File: src/rtl/wishbone_pkg.sv
// Shared types for the classic Wishbone controller.
package wishbone_pkg;
   typedef enum logic [1:0] {IDLE, BUS, RESP} wb_ctrl_state_t;
   localparam int CNT_W = 8;
endpackage

File: src/rtl/wb_timeout_counter.sv
// Counts bus cycles without ack; expired flags the edge that reaches TIMEOUT.
module wb_timeout_counter
   import wishbone_pkg::*;
#(
   parameter int TIMEOUT = 15
) (
   input  logic clk_i,
   input  logic rst_ni,
   input  logic clear,
   input  logic enable,
   output logic expired
);
   localparam logic [CNT_W-1:0] LAST = CNT_W'(TIMEOUT - 1);

   logic [CNT_W-1:0] count;

   always_ff @(posedge clk_i or negedge rst_ni) begin
      if (!rst_ni)      count <= '0;
      else if (clear)   count <= '0;
      else if (enable)  count <= count + 1'b1;
   end

   // The edge that would make count equal TIMEOUT is the expiring edge.
   assign expired = enable && (count == LAST);
endmodule

File: src/rtl/wishbone_ctrl_classic.sv
// Single-outstanding Wishbone B4 classic controller with timeout and
// valid/ready command and response handshakes.
module wishbone_ctrl_classic
   import wishbone_pkg::*;
#(
   parameter int DAT_WIDTH = 8,
   parameter int ADR_WIDTH = 8,
   parameter int TIMEOUT   = 15
) (
   input  logic                 clk_i,
   input  logic                 rst_ni,
   input  logic                 cmd_valid,
   output logic                 cmd_ready,
   input  logic                 cmd_we,
   input  logic [ADR_WIDTH-1:0] cmd_adr,
   input  logic [DAT_WIDTH-1:0] cmd_wdata,
   output logic                 rsp_valid,
   input  logic                 rsp_ready,
   output logic [DAT_WIDTH-1:0] rsp_rdata,
   output logic                 rsp_err,
   output logic                 wb_cyc_o,
   output logic                 wb_stb_o,
   output logic                 wb_we_o,
   output logic [ADR_WIDTH-1:0] wb_adr_o,
   output logic [DAT_WIDTH-1:0] wb_dat_o,
   input  logic [DAT_WIDTH-1:0] wb_dat_i,
   input  logic                 wb_ack_i
);
   wb_ctrl_state_t state;
   logic           expired;

   assign cmd_ready = (state == IDLE);

   wb_timeout_counter #(.TIMEOUT(TIMEOUT)) u_tmo (
      .clk_i   (clk_i),
      .rst_ni  (rst_ni),
      .clear   (state == IDLE),
      .enable  ((state == BUS) && !wb_ack_i),
      .expired (expired)
   );

   always_ff @(posedge clk_i or negedge rst_ni) begin
      if (!rst_ni) begin
         state     <= IDLE;
         wb_cyc_o  <= 1'b0;
         wb_stb_o  <= 1'b0;
         wb_we_o   <= 1'b0;
         wb_adr_o  <= '0;
         wb_dat_o  <= '0;
         rsp_valid <= 1'b0;
         rsp_rdata <= '0;
         rsp_err   <= 1'b0;
      end else begin
         case (state)
            IDLE: if (cmd_valid) begin
               state    <= BUS;
               wb_cyc_o <= 1'b1;
               wb_stb_o <= 1'b1;
               wb_we_o  <= cmd_we;
               wb_adr_o <= cmd_adr;
               wb_dat_o <= cmd_wdata;
            end
            BUS: begin
               // Ack takes priority over a coincident timeout.
               if (wb_ack_i) begin
                  state     <= RESP;
                  wb_cyc_o  <= 1'b0;
                  wb_stb_o  <= 1'b0;
                  rsp_valid <= 1'b1;
                  rsp_err   <= 1'b0;
                  rsp_rdata <= wb_we_o ? '0 : wb_dat_i;
               end else if (expired) begin
                  state     <= RESP;
                  wb_cyc_o  <= 1'b0;
                  wb_stb_o  <= 1'b0;
                  rsp_valid <= 1'b1;
                  rsp_err   <= 1'b1;
                  rsp_rdata <= '0;
               end
            end
            RESP: if (rsp_ready) begin
               state     <= IDLE;
               rsp_valid <= 1'b0;
            end
            default: state <= IDLE;
         endcase
      end
   end
endmodule
File: config.mk
export PLATFORM = sky130hd
export DESIGN_NAME = wishbone_ctrl_classic
export DESIGN_NICKNAME = d
export VERILOG_FILES = /design/src/rtl/wishbone_pkg.sv /design/src/rtl/wb_timeout_counter.sv /design/src/rtl/wishbone_ctrl_classic.sv
export SDC_FILE = /design/constraint.sdc
export NUM_CORES = 1
export LEC_CHECK = 0
export CAP_MARGIN = 20
export CORE_AREA = 2 2 63 65
export CTS_CLUSTER_DIAMETER = 40
export DETAILED_ROUTE_END_ITERATION = 8
export DIE_AREA = 0 0 65 67
export PLACE_DENSITY = 0.88
export SLEW_MARGIN = 10
export SYNTH_ARGS = -nofsm -noshare
export SYNTH_HDL_FRONTEND = slang
export SYNTH_SLANG_ARGS = --single-unit
File: constraint.sdc
create_clock -name clk_i -period 4.56 [get_ports clk_i]
set_input_delay 0.912 -clock clk_i [delete_from_list [all_inputs] [get_ports clk_i]]
set_output_delay 0.912 -clock clk_i [all_outputs]
set_load 0.03 [all_outputs]
==> results.cfg <==
[synthesis]
yosysMostFrequentCell = dfrtp_1
yosys.area.top_type_share_pct = 57.0
synthSimpleGateAreaFrac_pct = 12.8
ys_ff_latch = 38
synthAdderAreaFrac_pct = 1.50
synth_xor_area_share_pct = 0.525
ys_seq_area_share_pct = 57.0
synth_top_cells_by_count = dfrtp_1, mux2_2, a21oi_1, o21ai_0
synth-compound-area-share_pct = 11.9
synthesis.nets = 168
ys_warn_count = 0
postSynthCellCount = 136
yosysUniqueCellTypes = 35
synth_area_leader_cell = dfrtp_1
postSynth.asyncResetShare_pct = 100
synth_top_family_by_area = simple AND/OR/NAND/NOR gates
synthMuxAreaShare_pct = 12.7
synth_edf_count = 0
syn_avg_cell_area_um2 = 12.3
netlist_area_mm2 = 0.00167
yosys_most_used_dff = dfrtp_1
synthTopCellsByArea = dfrtp_1, mux2_2, a221o_1

[die]
core_mm2 = 0.00361
fp.dieW_um = 65
ioPinCount = 60
dieArea_mm2 = 0.00436
initial_core_util_pct = 46.3
rows = 22
die_h_um = 67

[clock_network]
clk_path_buf_depth = 2
cts.sinks = 38
post_cts_buffers = 0
clk_pin_slew_ps = 70
cts-root-buf = clkbuf_8
numCtsBuffers = 5
cts_tree = built
clk_latency_ps = 290
hold_buffers = 0
cts_resized = 0
htree_levels = 2

[drt]
vias_per_cell = 5.32
dr.pass1.iters = 4
met1Wirelength_mm = 1.58
drcViolationCount = 0
ant_nets = 0
dr_wl_met3_um = 145
drtIter0Drc = 72
wirelength_mm = 3.76
vias = 1299
wl_met2_mm = 1.95
top_layer = met4
wl_per_cell_um = 15.4

[worst_setup_path]
startpoint_type = register
worstPathArrival_ps = 1770
critPathCapture = cmd_ready
worstReg2RegEnd = wb_dat_o[2]$_DFFE_PN0P_
critical_path_class = reg -> out
worstSetupStartpoint = state[1]$_DFFE_PN0P_
worstReg2RegStart = state[1]$_DFFE_PN0P_
reg2regPathDepth = 3
crit_fanout = 11
rrSetupSlack_ps = 2560
worstPathRequired_ps = 3650
cp-end-kind = primary output

[place]
routabilityCongestion = 0.857
hpwl_mm = 2.81
port_buffers = 59
pre_cts_slack_ps = 1940

[sta]
fin_skew_ps = 5.40
fin_crit_ps = 2680
max_freq_ghz = 0.373
setup_ws_ps = 1880
rsz0062_at_grt = no
slew_headroom_pct = 43.2
slew_viol_final = 0
worst_slew_pin_slew_ps = 853
setup_viol = 0
fin_crit_sh_pct = 58.8
setup_tns_ps = 0
hold_viol_final = 0

[grt]
grt_use_total_pct = 18.6
overflow = 0
grt_pass1_vias = 1319
grt_pass1_wl_mm = 6.02
grt_max_degree = 39
antenna_found_initial = 0

[final_layout]
diodes = 0
final_nets = 227
synthToLayoutAreaGrowth_pct = 41.9
drive_gt1_share_pct = 13.8
fillerInstances = 274

[job]
cap_violations = 0

[power_and_ir_drop]
powerDensity_mw_per_mm2 = 707
p_leak_nw = 0.957
ir_worst_vdd_mv = 0.343

[run_status]
outcome = finished, final reports clean

[worst_hold_path]
min_path_type = reg -> reg
[routing by layer]
metal | up-vias | track usage, %
li1 | 610 | -
met1 | 643 | 21.3
met2 | 37 | 32.5
met3 | 9 | 4.39
met4 | 0 | 9.57
met5 | - | 0
[layout make-up]
cell class / count / area (um2) / area share [%]
sequential: 38 / 951 / 40.2
multi-input combinational: 85 / 657 / 27.7
timing repair buffer: 59 / 586 / 24.7
clock buffer: 7 / 86.3 / 3.65
tap: 48 / 60.1 / 2.54
inverter: 6 / 22.5 / 0.951
clock inverter: 1 / 5.00 / 0.211
[placed cells by master, fill, tap and decap left out, types with 2 or more instances in the layout]
cell type,n
clkdlybuf4s50_1,58
dfrtp_1,38
mux2_2,17
a21oi_1,9
o21ai_0,9
and2_0,7
a221o_1,7
inv_1,6
clkbuf_8,6
nand2_1,3
nand3_1,3
and4b_1,2
nor3_1,2
nand2b_1,2
mux2i_1,2
and2_1,2
or3_1,2
ha_1,2
[flip-flops by register name, indices dropped and copies added, names as in the netlist]
name,count
rsp_rdata,8
wb_stb_o,1
wb_adr_o,8
wb_we_o,1
wb_dat_o,8
u_tmo.count,8
state,2
rsp_valid,1
rsp_err,1
[power by group]
group	total, mW	internal [mW]	switching, mW
combinational	0.865	0.403	0.462
sequential	0.577	0.473	0.104
clock	0.232	0.122	0.110
[through the flow]
stage / cell area, um2 / instances / hold WS, ps / util [%] / total power, mW
6_report: 2370 / 244 / 474 / 65.6 / 1.67
5_1_grt: 2370 / 244 / 521 / 65.6 / 1.76
4_1_cts: 2370 / 244 / 472 / 65.6 / 1.69
3_5_place_dp: 2280 / 236 / 463 / 63.1 / 1.45
3_3_place_gp: 2280 / 236 / 459 / 63.1 / 1.42
2_1_floorplan: 1670 / 136 / 435 / - / 1.10
[worst max-delay path, stage by stage (launching register included)]
cell             delay [ps]
dfrtp_1                 490
nor2_1                  280
clkdlybuf4s50_1         720
[worst min-delay path by stage]
stage	from	end	slack, ps	cells past startpoint
final	u_tmo.count[7]$_DFFE_PN0P_	u_tmo.count[7]$_DFFE_PN0P_	470	1
after global routing	u_tmo.count[7]$_DFFE_PN0P_	u_tmo.count[7]$_DFFE_PN0P_	520	1
after CTS	u_tmo.count[7]$_DFFE_PN0P_	u_tmo.count[7]$_DFFE_PN0P_	470	1
after detailed placement	u_tmo.count[7]$_DFFE_PN0P_	u_tmo.count[7]$_DFFE_PN0P_	460	1
after global placement	u_tmo.count[7]$_DFFE_PN0P_	u_tmo.count[7]$_DFFE_PN0P_	460	1
after floorplan	u_tmo.count[7]$_DFFE_PN0P_	u_tmo.count[7]$_DFFE_PN0P_	440	1
[kinds of logic (layout without fill, tap and decap cells)]
| group | after synthesis | after routing |
|---|---|---|
| flops | 38 | 38 |
| fa+ha+maj | 2 | 2 |
| simple gates | 33 | 33 |
| buf+inv | 13 | 73 |
| mux | 19 | 19 |
| xor+xnor | 1 | 1 |
| compound gates | 30 | 30 |
No activity file was read; power rests on OpenSTA's default activity.
